$ cat src/rtl/button_conditioner.sv
// Front-panel up/down conditioner: 2-flop sync, counter debounce, press and hold-to-repeat pulses, mutual lockout.
// A clean step sets the level DEBOUNCE_CYCLES+1 edges after first being sampled; the press pulse follows one edge later.

module button_conditioner_chan #(
   parameter int ACTIVE_LOW      = 1,
   parameter int DEBOUNCE_CYCLES = 270000,
   parameter int HOLD_CYCLES     = 13500000,
   parameter int REPEAT_CYCLES   = 2700000,
   parameter int CNT_W           = 24
) (
   input  logic i_clk,
   input  logic i_rst,
   input  logic i_raw,
   input  logic i_other_level,
   input  logic i_other_level_d,
   output logic o_level,
   output logic o_level_d,
   output logic o_pulse
);

   localparam logic             L_INV     = (ACTIVE_LOW != 0);
   localparam logic [CNT_W-1:0] L_ONE     = CNT_W'(1);
   localparam logic [CNT_W-1:0] L_DB_LAST = CNT_W'(DEBOUNCE_CYCLES - 1);
   localparam logic [CNT_W-1:0] L_HD_LAST = CNT_W'(HOLD_CYCLES - 1);
   localparam logic [CNT_W-1:0] L_RP_LAST = CNT_W'(REPEAT_CYCLES - 1);

   localparam logic [1:0] S_IDLE   = 2'd0;
   localparam logic [1:0] S_HOLD   = 2'd1;
   localparam logic [1:0] S_REPEAT = 2'd2;
   localparam logic [1:0] S_LOCKED = 2'd3;

   logic             r_s1;
   logic             r_s2;
   logic             r_level;
   logic             r_level_d;
   logic [CNT_W-1:0] r_dcnt;
   logic [CNT_W-1:0] r_hcnt;
   logic [1:0]       r_state;
   logic             r_pulse;
   logic             w_rise;
   logic             w_other_rise;

   always_ff @(posedge i_clk or posedge i_rst) begin
      if (i_rst) begin
         r_s1 <= 1'b0;
         r_s2 <= 1'b0;
      end else begin
         r_s1 <= i_raw ^ L_INV;
         r_s2 <= r_s1;
      end
   end

   // Any sample that agrees with the current level restarts the count, so bounces never accumulate.
   always_ff @(posedge i_clk or posedge i_rst) begin
      if (i_rst) begin
         r_level   <= 1'b0;
         r_level_d <= 1'b0;
         r_dcnt    <= '0;
      end else begin
         r_level_d <= r_level;
         if (r_s2 == r_level) begin
            r_dcnt <= '0;
         end else if (r_dcnt == L_DB_LAST) begin
            r_level <= r_s2;
            r_dcnt  <= '0;
         end else begin
            r_dcnt <= r_dcnt + L_ONE;
         end
      end
   end

   assign w_rise       = r_level & ~r_level_d;
   assign w_other_rise = i_other_level & ~i_other_level_d;

   always_ff @(posedge i_clk or posedge i_rst) begin
      if (i_rst) begin
         r_state <= S_IDLE;
         r_hcnt  <= '0;
         r_pulse <= 1'b0;
      end else begin
         r_pulse <= 1'b0;
         case (r_state)
            S_IDLE: begin
               if (w_rise) begin
                  if (i_other_level) begin
                     r_state <= S_LOCKED;
                  end else begin
                     r_pulse <= 1'b1;
                     r_state <= S_HOLD;
                     r_hcnt  <= L_HD_LAST;
                  end
               end
            end
            S_HOLD, S_REPEAT: begin
               // Release wins over an expiring counter so letting go never emits a late step.
               if (!r_level) begin
                  r_state <= S_IDLE;
                  r_hcnt  <= '0;
               end else if (w_other_rise) begin
                  r_state <= S_LOCKED;
                  r_hcnt  <= '0;
               end else if (r_hcnt == '0) begin
                  r_pulse <= 1'b1;
                  r_state <= S_REPEAT;
                  r_hcnt  <= L_RP_LAST;
               end else begin
                  r_hcnt <= r_hcnt - L_ONE;
               end
            end
            S_LOCKED: begin
               if (!r_level) begin
                  r_state <= S_IDLE;
               end
            end
            default: begin
               r_state <= S_IDLE;
               r_hcnt  <= '0;
            end
         endcase
      end
   end

   assign o_level   = r_level;
   assign o_level_d = r_level_d;
   assign o_pulse   = r_pulse;

endmodule

module button_conditioner #(
   parameter int ACTIVE_LOW      = 1,
   parameter int DEBOUNCE_CYCLES = 270000,
   parameter int HOLD_CYCLES     = 13500000,
   parameter int REPEAT_CYCLES   = 2700000,
   parameter int CNT_W           = 24
) (
   input  logic clk,
   input  logic rst,
   input  logic up_raw,
   input  logic down_raw,
   output logic up_pulse,
   output logic down_pulse,
   output logic up_level,
   output logic down_level
);

   logic w_up_level;
   logic w_up_level_d;
   logic w_dn_level;
   logic w_dn_level_d;

   // Each channel watches the other's level and rising edge to enforce the lockout.
   button_conditioner_chan #(
      .ACTIVE_LOW      (ACTIVE_LOW),
      .DEBOUNCE_CYCLES (DEBOUNCE_CYCLES),
      .HOLD_CYCLES     (HOLD_CYCLES),
      .REPEAT_CYCLES   (REPEAT_CYCLES),
      .CNT_W           (CNT_W)
   ) u_up (
      .i_clk           (clk),
      .i_rst           (rst),
      .i_raw           (up_raw),
      .i_other_level   (w_dn_level),
      .i_other_level_d (w_dn_level_d),
      .o_level         (w_up_level),
      .o_level_d       (w_up_level_d),
      .o_pulse         (up_pulse)
   );

   button_conditioner_chan #(
      .ACTIVE_LOW      (ACTIVE_LOW),
      .DEBOUNCE_CYCLES (DEBOUNCE_CYCLES),
      .HOLD_CYCLES     (HOLD_CYCLES),
      .REPEAT_CYCLES   (REPEAT_CYCLES),
      .CNT_W           (CNT_W)
   ) u_down (
      .i_clk           (clk),
      .i_rst           (rst),
      .i_raw           (down_raw),
      .i_other_level   (w_up_level),
      .i_other_level_d (w_up_level_d),
      .o_level         (w_dn_level),
      .o_level_d       (w_dn_level_d),
      .o_pulse         (down_pulse)
   );

   assign up_level   = w_up_level;
   assign down_level = w_dn_level;

endmodule

$ cat config.mk
export PLATFORM = sky130hd
export DESIGN_NAME = button_conditioner
export DESIGN_NICKNAME = d
export VERILOG_FILES = /design/src/rtl/button_conditioner.sv
export SDC_FILE = /design/constraint.sdc
export NUM_CORES = 1
export LEC_CHECK = 0
export ABC_AREA = 1
export BUFFER_PORTS_ARGS = -buffer_cell sky130_fd_sc_hd__buf_2
export CORE_MARGIN = 8
export CORE_UTILIZATION = 39
export DETAILED_ROUTE_END_ITERATION = 6
export SLEW_MARGIN = 20
export SYNTH_ARGS = -nofsm -noshare
export SYNTH_HDL_FRONTEND = slang
export SYNTH_SLANG_ARGS = --single-unit
export TNS_END_PERCENT = 50
$ cat constraint.sdc
create_clock -name clk -period 8.2 [get_ports clk]
set_input_delay 1.64 -clock clk [delete_from_list [all_inputs] [get_ports clk]]
set_output_delay 1.64 -clock clk [all_outputs]
set_load 0.03 [all_outputs]
==> summary.md, run 1 <==
| Metric | Value |
|---|---|
| Die width | 146 microns |
| WP data required | 6.56 ns |
| Antenna Cells | 0 |
| DRC Markers | 0 |
| Clk sink count | 110 |
| Power share of the sequential group | 0.525 |
| Hold Path Class | flop to flop |
| CTS clk-pin slew, worst paths | 0.07 ns |
| Critical Path End Type | output port |
| Initial DRC count | 328 |
| Nets | 955 |
| Syn nets | 946 |
| Placed insts | 1148 |
| Initial Util | 0.399 |
| Synth area leaders | dfrtp_1 (42%), nand2_1 (12%), nor2_1 (11%), inv_1 (6.7%), nand3_1 (5.1%) |
| Switching Share | 0.210 |
| Crit Path Max Fanout | 8 |
| Synthesized cell area | 6620 sq um |
| Layout cells sized above 1 | 0.0540 |
| Core ar. | 16600 sq um |
| Crit share post-route | 0.340 |
| Non-Filler Instances | 1164 |
| Startpoint types | flop |
| CTS Hold Buffers Added | 0 |
| Most common library cells after synthesis | nand2_1 (209), nor2_1 (190), inv_1 (118), dfrtp_1 (110), nand3_1 (68) |
| Post-CTS Setup Inserts | 0 |
| CTS Buf Count | 9 |
| Max VDD drop | 0.0000941 V |
| PortBufs | 7 |
| Async SR Flop Fraction | 1.00 |
| Row count | 47 |
| Area grow syn2layout | 8.64% |
| Count leader, synth | nand2_1 |
| Drt total wl | 14.7 mm |
| Post-DP Area | 6870 sq um |
| Final number of setup-violating endpoints | 0 |
| Setup CP Type | flop to output port |
| Power per Cell Area | 145 nW/um^2 |
| Fillcell total | 1710 |
| Switching Power | 0.000219 W |
| Delay of the slowest cell on the worst path | 0.51 ns |
| CTS tree | built |
| CTS root buffer | clkbuf_16 |
| Layout Cell Area excl Fill | 7190 sq um |
| Fin. Hold Viols | 0 |
| Io pins | 8 |
| Netlist cell types | 41 |
| H-tree level count | 3 |
| Avg Vias per Cell | 4.92 |
| Antenna violations before repair | 0 |
| Status | complete, no violations |
| Largest net degree at the start of global routing | 65 |
| Critical path's top delay family | flip-flops |
| Post-synth top flop | dfrtp_1 |
| Routability cong. | 0.841 |
| Post-cts sizing count | 0 |
| Tot Pwr | 0.00104 W |
| Reg2reg setup slack | 5.49 ns |
| Sequential share of the synthesized area | 0.416 |
| Top-area cell type share of the netlist area | 0.416 |
| DRT Pass-1 Iters | 6 |
| Final Util | 0.434 |
| Fmax | 359 MHz |
| Worst-Skew Late Latency | 0.36 ns |
| Int Power | 0.000825 W |
| Synth Area per Inst | 7.12 sq um |
| WP data arrival | 1.15 ns |
| Dpl hpwl | 10.4 mm |
| Die Span Y | 146 microns |
| Leading area contributor after synthesis | dfrtp_1 |
| Slowest CP cell | dfrtp_1 |
| Grt total ovfl | 0 |
| TNS Setup | 0 ns |
| Worst Skew | 0.00707 ns |
| Max clock buf depth | 2 |
| Routed Antenna Nets | 0 |
| First-pass GRT wire length | 25.7 mm |
| Cell leakage power | 3.71 nW |
| Post-layout minimum cycle time | 2.79 ns |
| Via count | 5723 |
| Max_cap viols | 0 |
| Combinational Power Share | 0.021 |
| WL/cell | 12.6 microns |
| Slew Viols, Final | 0 |
| Yosys warning count | 0 |
| Syn Inst Count | 930 |
| Post-synth EDFFs | 0 |
| Die ar. | 21400 sq um |
| Worst slew margin | 0.450 |
| Clock Power Share | 0.454 |
| Crit-path cells | buf_2 |
| Worst-Margin Slew | 0.822 ns |
| Vias in the first global route | 5330 |
| Worst Path Buf+Inv | 1 |
| Setup repair after global routing missed its margin | false |
| Overall routing resource usage | 0.144 |
| Register bit total from synthesis | 110 |
[sequential cells by signal, summed over array words and instances, names as in the netlist, 2 cells and up]
| signal | cells |
|---|---|
| u_down.r_hcnt | 24 |
| u_up.r_dcnt | 24 |
| u_down.r_dcnt | 24 |
| u_up.r_hcnt | 24 |
| u_down.r_state | 2 |
| u_up.r_state | 2 |
[metal layers]
metal  global-route usage  share of wire  wire, microns  vias up
met5                    0              0              0        -
met4               0.0495          0.012            181        0
met3               0.0306          0.035            515       14
met2                0.220           0.44           6400       83
met1                0.198           0.52           7560     2653
li1                     -              -              -     2973
[layout by cell type (no fill, tap or decap), types with 3 or more instances in the layout]
master	count
nand3b_1	4
xor2_1	28
a21oi_1	47
buf_4	3
or2_2	4
a22oi_1	12
clkinv_2	3
nor2_1	190
o21ai_0	34
dfrtp_1	110
xnor2_1	6
nand2_1	209
nor3_1	25
clkbuf_16	9
ha_1	12
nor2_2	6
inv_1	117
inv_2	4
nand3_1	68
buf_2	7
nand4_1	17
[power by group through the flow]
stage,clock network [W],registers [W],logic [W]
after floorplan,0,0.000559,0.0000163
after global placement,0,0.000559,0.0000233
after detailed placement,0,0.000559,0.0000235
after CTS,0.000492,0.000548,0.0000234
after global routing,0.000511,0.000549,0.0000266
final,0.000474,0.000548,0.0000219
[cell families after synthesis]
logic type                 synth area share
and+or+nand+nor                       0.346
buffers and inverters                0.0830
adders and majority gates            0.0227
xor gates and xnor gates             0.0450
AOI/OAI and AO/OA                    0.0875
DFF                                   0.416
[worst register-to-register path, stage by stage, from the launching register on]
cell and delay [ns]:
dfrtp_1 0.40, inv_1 0.06, ha_1 0.45, inv_1 0.18
o21ai_2 0.68, inv_4 0.23, nor2_8 0.32, o21ai_0 0.13
o21ai_0 0.09, inv_1 0.05
[per-stage QoR]
stage,setup slack [ns],hold WS (ns)
floorplan,3.66,0.331
global placement,5.15,0.334
detailed placement,5.14,0.336
CTS,5.39,0.352
global route,5.28,0.364
finish,5.41,0.349
[final timing paths]
check	depth (start not counted)	startpoint	to
min in group asynchronous	2	rst	u_down.r_hcnt[3]
max in group asynchronous	3	rst	u_up.r_hcnt[22]
worst max-delay path	1	u_up.o_level	up_level
worst min register to register	0	u_down.r_s1	u_down.r_s2
worst max register to register	9	u_up.r_state[1]	u_up.r_hcnt[10]
worst min-delay path	0	u_down.r_s1	u_down.r_s2
[final cells by class]
class / count / area, sq um / area share
clock buffers: 12 / 246 / 0.0343
repair buffers: 10 / 57.6 / 0.00800
flip-flops and latches: 110 / 2750 / 0.383
multi-input cells: 684 / 3320 / 0.461
clock inverters: 4 / 70.1 / 0.00974
well taps: 220 / 275 / 0.0383
inverters: 124 / 472 / 0.0656
No activity file was read; power rests on OpenSTA's default activity.
==> run 2: changes to the inputs <==
ABC_AREA = 0   (was 1)
clock period = 2.5 ns   (was 8.2 ns; I/O delays follow)
==> run 2 against run 1 <==
- non-clock buffer count up 24
- clock power rose to 3.2 times the previous value
- highest routed layer unchanged
- clock skew is 0.0017 ns higher
- worst hold slack worse by 0.19 ns
- first-iteration DRC count up 21%
- global-route usage up 0.21 points
- final cell count down 23%
- critical path depth up 6
==> summary.md, run 2 <==
| Metric | Value |
|---|---|
| Status | complete, no violations |
| Overall routing resource usage | 0.146 |
| Setup repair after global routing missed its margin | false |
| Synthesized cell area | 6120 sq um |
| Async SR Flop Fraction | 1.00 |
| Top-area cell type share of the netlist area | 0.450 |
| Setup CP Type | flop to flop |
| Count leader, synth | dfrtp_1 |
| PortBufs | 7 |
| Fin. Hold Viols | 0 |
| Drt total wl | 13.8 mm |
| Setup ws final | 0.184 ns |
| WP data required | 2.75 ns |
| Critical Path End Type | flop |
| Io pins | 8 |
| Avg Vias per Cell | 5.60 |
| Initial DRC count | 397 |
| Grt total ovfl | 0 |
| Core ar. | 15300 sq um |
| CTS root buffer | clkbuf_16 |
| CTS Buf Count | 9 |
| GRT met2 Usage | 0.235 |
| Critical path's top delay family | simple AND/OR/NAND/NOR gates |
| Leading area contributor after synthesis | dfrtp_1 |
| DRC Markers | 0 |
| CTS Hold Buffers Added | 0 |
| Non-Filler Instances | 892 |
| Antenna violations before repair | 0 |
| Initial Util | 0.401 |
| Power per Cell Area | 495 nW/um^2 |
| Synth Area per Inst | 9.27 sq um |
| Netlist cell types | 65 |
| WL/cell | 15.5 microns |
| Fillcell total | 1464 |
| WP data arrival | 2.56 ns |
| Setup WS pre-CTS | 0.201 ns |
| Via count | 4998 |
| TNS Setup | 0 ns |
| Die Span Y | 141 microns |
| Worst-Margin Slew | 0.784 ns |
| CTS tree | built |
| Delay of the slowest cell on the worst path | 0.48 ns |
| Crit Path Max Fanout | 10 |
| Fmax | 432 MHz |
| Slew Viols, Final | 0 |
| First-pass GRT wire length | 24.2 mm |
| Routed Antenna Nets | 0 |
| Row count | 45 |
| Max clock buf depth | 2 |
| DRT Pass-1 Iters | 4 |
| Die width | 141 microns |
| Die ar. | 19900 sq um |
| Cell leakage power | 3.16 nW |
| Routability cong. | 0.910 |
| Worst Setup SP | u_down.r_hcnt[0] |
| GR Util met1 | 0.196 |
| Post-CTS Setup Inserts | 0 |
| Slowest CP cell | or4b_4 |
| Final number of setup-violating endpoints | 0 |
| Sequential share of the synthesized area | 0.450 |
| Layout cells sized above 1 | 0.113 |
| Placed insts | 876 |
| Post-cts sizing count | 0 |
| H-tree level count | 3 |
| Hold Path Class | input port to asynchronous set/reset pin |
| Worst Path Buf+Inv | 1 |
| Commonest non-fill, non-tap cell in the layout | dfrtp_1 |
| Antenna Cells | 0 |
| Crit-path cells | inv_1, ha_1, or4b_4, nor3_4, a21o_1, o21ai_0, a22o_1 |
| Worst-Skew Late Latency | 0.35 ns |
| Syn nets | 676 |
| Register bit total from synthesis | 110 |
| M3 GR Usage | 0.0203 |
| Most common library cells after synthesis | dfrtp_1 (110), nor2_1 (85), a21oi_1 (46), nand2_1 (39), xor2_1 (33) |
| Post-layout minimum cycle time | 2.32 ns |
| Area of the multi-input gates | 3150 sq um |
| Register area | 2750 sq um |
| Busiest layer in global routing | met2 |
| Largest net degree at the start of global routing | 58 |
| Area grow syn2layout | 11.6% |
| Hold Slack | 0.164 ns |
| Worst reg2reg startpoint | u_down.r_hcnt[0] |
| Post-synth EDFFs | 0 |
| Max_cap viols | 0 |
| Startpoint types | flop |
| Dpl hpwl | 9.64 mm |
| Commonest non-fill, non-tap cells in the layout | dfrtp_1 (110), nor2_1 (85), a21oi_1 (46) |
| Clk sink count | 110 |
| Nets | 692 |
| Yosys warning count | 0 |
| Crit share post-route | 0.926 |
| Max VDD drop | 0.000314 V |
| Post-synth top flop | dfrtp_1 |
| Syn Inst Count | 660 |
| Synth area leaders | dfrtp_1 (45%), nor2_1 (5.2%), xor2_1 (4.7%), a21oi_1 (3.8%), ha_1 (2.5%) |
| CTS clk-pin slew, worst paths | 0.08 ns |
| Worst slew margin | 0.472 |
| Vias in the first global route | 4975 |
| Worst Skew | 0.00874 ns |
## run 2: cell count changes in the layout (fill, tap and decap cells not counted), sizes merged, moves of 17 or more
| cell | change |
|---|---|
| o21ai | -17 |
| nand3 | -43 |
| buf | +24 |
| nand2 | -171 |
| inv | -96 |
| nor2 | -114 |
| nor4 | +23 |
## run 2: path summary, 6_finish.rpt
path,cells after the start,slack [ns],endpoint
hold reg to reg,0,0.35,u_down.r_s2
hold / removal,2,0.16,u_down.r_dcnt[14]
setup / recovery,7,0.18,u_down.r_hcnt[14]
max in group asynchronous,3,1.68,u_up.r_hcnt[21]
min in group clk,2,0.28,u_up.r_s1
setup reg to reg,7,0.18,u_down.r_hcnt[14]
## run 2: metal layers
metal / part of all wire / wire length, microns / vias up
met2: 0.47 / 6450 / 89
li1: - / - / 2452
met4: 0.018 / 253 / 0
met3: 0.037 / 505 / 15
met5: 0 / 0 / -
met1: 0.48 / 6620 / 2442
## run 2: logic make-up after synthesis
logic type,count (synthesis),share of synthesized area
AO/OA/AOI/OAI,146,0.160
multiplexers,8,0.0147
XOR/XNOR,46,0.0659
adder cells (fa/ha/maj),12,0.0245
flip-flops,110,0.450
buffers and inverters,55,0.0356
AND/OR/NAND/NOR,283,0.250
## run 2: layout make-up
| cell class | count | area share |
|---|---|---|
| multi-input cells | 495 | 0.461 |
| repair buffers | 34 | 0.0367 |
| clock inverters | 4 | 0.00770 |
| clock buffers | 12 | 0.0376 |
| inverters | 26 | 0.0149 |
| flip-flops and latches | 110 | 0.403 |
| well taps | 211 | 0.0387 |
## run 2: metrics by stage
stage	utilization	total power (W)	cell area, sq um
after detailed placement	0.427	0.00191	6520
after CTS	0.447	0.00342	6820
final	0.447	0.00338	6820
after global routing	0.447	0.00350	6820
after global placement	0.427	0.00191	6520
after floorplan	-	0.00188	6120
## run 2: power by group
group / total, W / switching (W) / leakage, nW / internal, W
combinational: 0.0000736 / 0.0000560 / 1.49 / 0.0000175
sequential: 0.00180 / 0.00000962 / 1.52 / 0.00179
clock: 0.00151 / 0.000667 / 0.154 / 0.000839
==> run 3: changes to the inputs <==
clock period = 1.86 ns   (was 2.5 ns; I/O delays follow)
==> run 3 against run 2 <==
- the run now ends with setup timing left
- register-to-register slack got worse by 0.47 ns
- sequential share of layout area decreased by 8.5 points
- clock skew decreased by 0.0016 ns
- worst hold slack got worse by 0.021 ns
- via count increased by 17%
- clock power increased by 36%
- sequential power increased by 34%
- sequential cell count unchanged
- utilization increased by 12 points
- wire length increased by 23%
- global-route usage increased by 2.5 points
- critical endpoint is now u_up.r_hcnt[23]
- largest power group unchanged
==> summary.md, run 3 (synthesis gave the netlist of run 2 again) <==
| Metric | Value |
|---|---|
| Drt total wl | 17.0 mm |
| Row count | 45 |
| Antenna Cells | 0 |
| WP data arrival | 2.42 ns |
| Clk sink count | 110 |
| Initial DRC count | 366 |
| Initial Util | 0.401 |
| Antenna violations before repair | 0 |
| Die ar. | 19900 sq um |
| Post-DP Area | 7500 sq um |
| Slew Viols, Final | 0 |
| CTS Buf Count | 9 |
| Area grow syn2layout | 41.5% |
| Fin. Hold Viols | 0 |
| Power per Cell Area | 532 nW/um^2 |
| First-pass GRT wire length | 28.1 mm |
| Setup repair after global routing missed its margin | true |
| Post-layout minimum cycle time | 2.14 ns |
| CTS root buffer | clkbuf_16 |
| H-tree level count | 3 |
| Io pins | 8 |
| Crit Path Max Fanout | 4 |
| Core ar. | 15300 sq um |
| Failing checks | setup timing |
| Worst-Margin Slew | 0.457 ns |
| CTS clk-pin slew, worst paths | 0.08 ns |
| Combinational Power Share | 0.027 |
| Placed insts | 999 |
| Worst slew margin | 0.694 |
| Worst Skew | 0.00713 ns |
| Switching Share | 0.228 |
| Max VDD drop | 0.000610 V |
| Max clock buf depth | 2 |
| Die width | 141 microns |
| Via count | 5841 |
| Startpoint types | flop |
| DRT Pass-1 Iters | 6 |
| Switching Power | 0.00105 W |
| Hold Slack | 0.143 ns |
| Hold Path Class | input port to flop |
| Setup CP Type | flop to flop |
| Status | finished with violations |
| Worst-Skew Late Latency | 0.36 ns |
| Setup ws final | -0.282 ns |
| Power share of the sequential group | 0.524 |
| Int Power | 0.00356 W |
| Final number of setup-violating endpoints | 54 |
| Dpl hpwl | 11.4 mm |
| Non-Filler Instances | 1045 |
| Routed Antenna Nets | 0 |
| CTS tree | built |
| Commonest non-fill, non-tap cells in the layout | buf_4 (154), dfrtp_1 (110), nor2_1 (80) |
| Grt total ovfl | 0 |
| TNS Setup | -7.55 ns |
| Critical Path End Type | flop |
| Layout Cell Area excl Fill | 8660 sq um |
| Die Span Y | 141 microns |
| PortBufs | 7 |
| WL/cell | 16.3 microns |
| Layout cells sized above 1 | 0.369 |
| Fmax | 467 MHz |
| Avg Vias per Cell | 5.59 |
| Max_cap viols | 0 |
| Overall routing resource usage | 0.172 |
| Routability cong. | 0.878 |
| DRC Markers | 0 |
| Cell leakage power | 4.06 nW |
| Vias in the first global route | 5930 |
| Commonest non-fill, non-tap cell in the layout | buf_4 |
| Nets | 845 |
| Crit share post-route | 1.15 |
| Largest net degree at the start of global routing | 28 |
| Clock Power Share | 0.448 |
| WP data required | 2.14 ns |
==> run 3: cell count changes in the layout (fill, tap and decap cells not counted), sizes merged <==
cell         previous run  this run
dlygate4sd3             0         1
buf                    34       185
a21o                    2         3
inv                    27        29
clkinv                  1         0
clkbuf                 12        10
clkinvlp                1         2
==> run 3: power by group through the flow <==
stage           logic, W  registers [W]  clock network, W
2_1_floorplan  0.0000716        0.00246                 0
3_5_place_dp    0.000120        0.00246                 0
6_report        0.000126        0.00242           0.00206
3_3_place_gp    0.000117        0.00246                 0
5_1_grt         0.000146        0.00242           0.00220
4_1_cts         0.000133        0.00242           0.00211
==> run 3: worst paths after layout <==
path	from	end	slack [ns]	cells past startpoint
max in group asynchronous	rst	u_up.r_dcnt[19]	0.79	4
max	u_up.r_hcnt[12]	u_up.r_hcnt[23]	-0.28	5
min reg2reg	u_down.r_s1	u_down.r_s2	0.35	0
max reg2reg	u_up.r_hcnt[12]	u_up.r_hcnt[23]	-0.28	5
min in group asynchronous	rst	u_down.r_dcnt[15]	0.51	3
min	down_raw	u_down.r_s1	0.14	2
==> run 3: stage by stage <==
| step | setup slack, ns | total power (W) | util |
|---|---|---|---|
| floorplan | -0.378 | 0.00253 | - |
| detailed placement | -0.364 | 0.00258 | 0.492 |
| global route | -0.354 | 0.00477 | 0.567 |
| finish | -0.282 | 0.00461 | 0.567 |
| global placement | -0.266 | 0.00258 | 0.492 |
| CTS | -0.280 | 0.00466 | 0.546 |
==> run 3: final cells by class <==
class	count	area [sq um]
clock buffer	10	239
clock inverter	6	75.1
fill	1272	6600
inverter	26	101
multi-input combinational	496	3680
sequential	110	2750
tap	211	264
timing repair buffer	186	1540
==> run 3: routing by layer <==
metal  share of wire  vias to the layer above  GRT usage
li1                -                     2759          -
met1            0.44                     2898      0.208
met2            0.50                      142      0.293
met3           0.042                       42     0.0297
met4           0.024                        0     0.0758
met5               0                        -          0
==> run 3: repair_timing <==
action	4_1_cts	5_1_grt
endpoints found under the hold margin	8	0
hold buffers	1	0
resized for setup	85	55
setup buffers	17	12
gates cloned	2	0
endpoints found under the setup margin	79	67
pin swaps	45	28
==> run 3: critical path, cell delays in order, from the launching register on <==
cell and delay [ns]:
dfrtp_1 0.38, or4_4 0.53, or3_4 0.38, nor3_1 0.42, nand4_1 0.17, o211ai_1 0.18
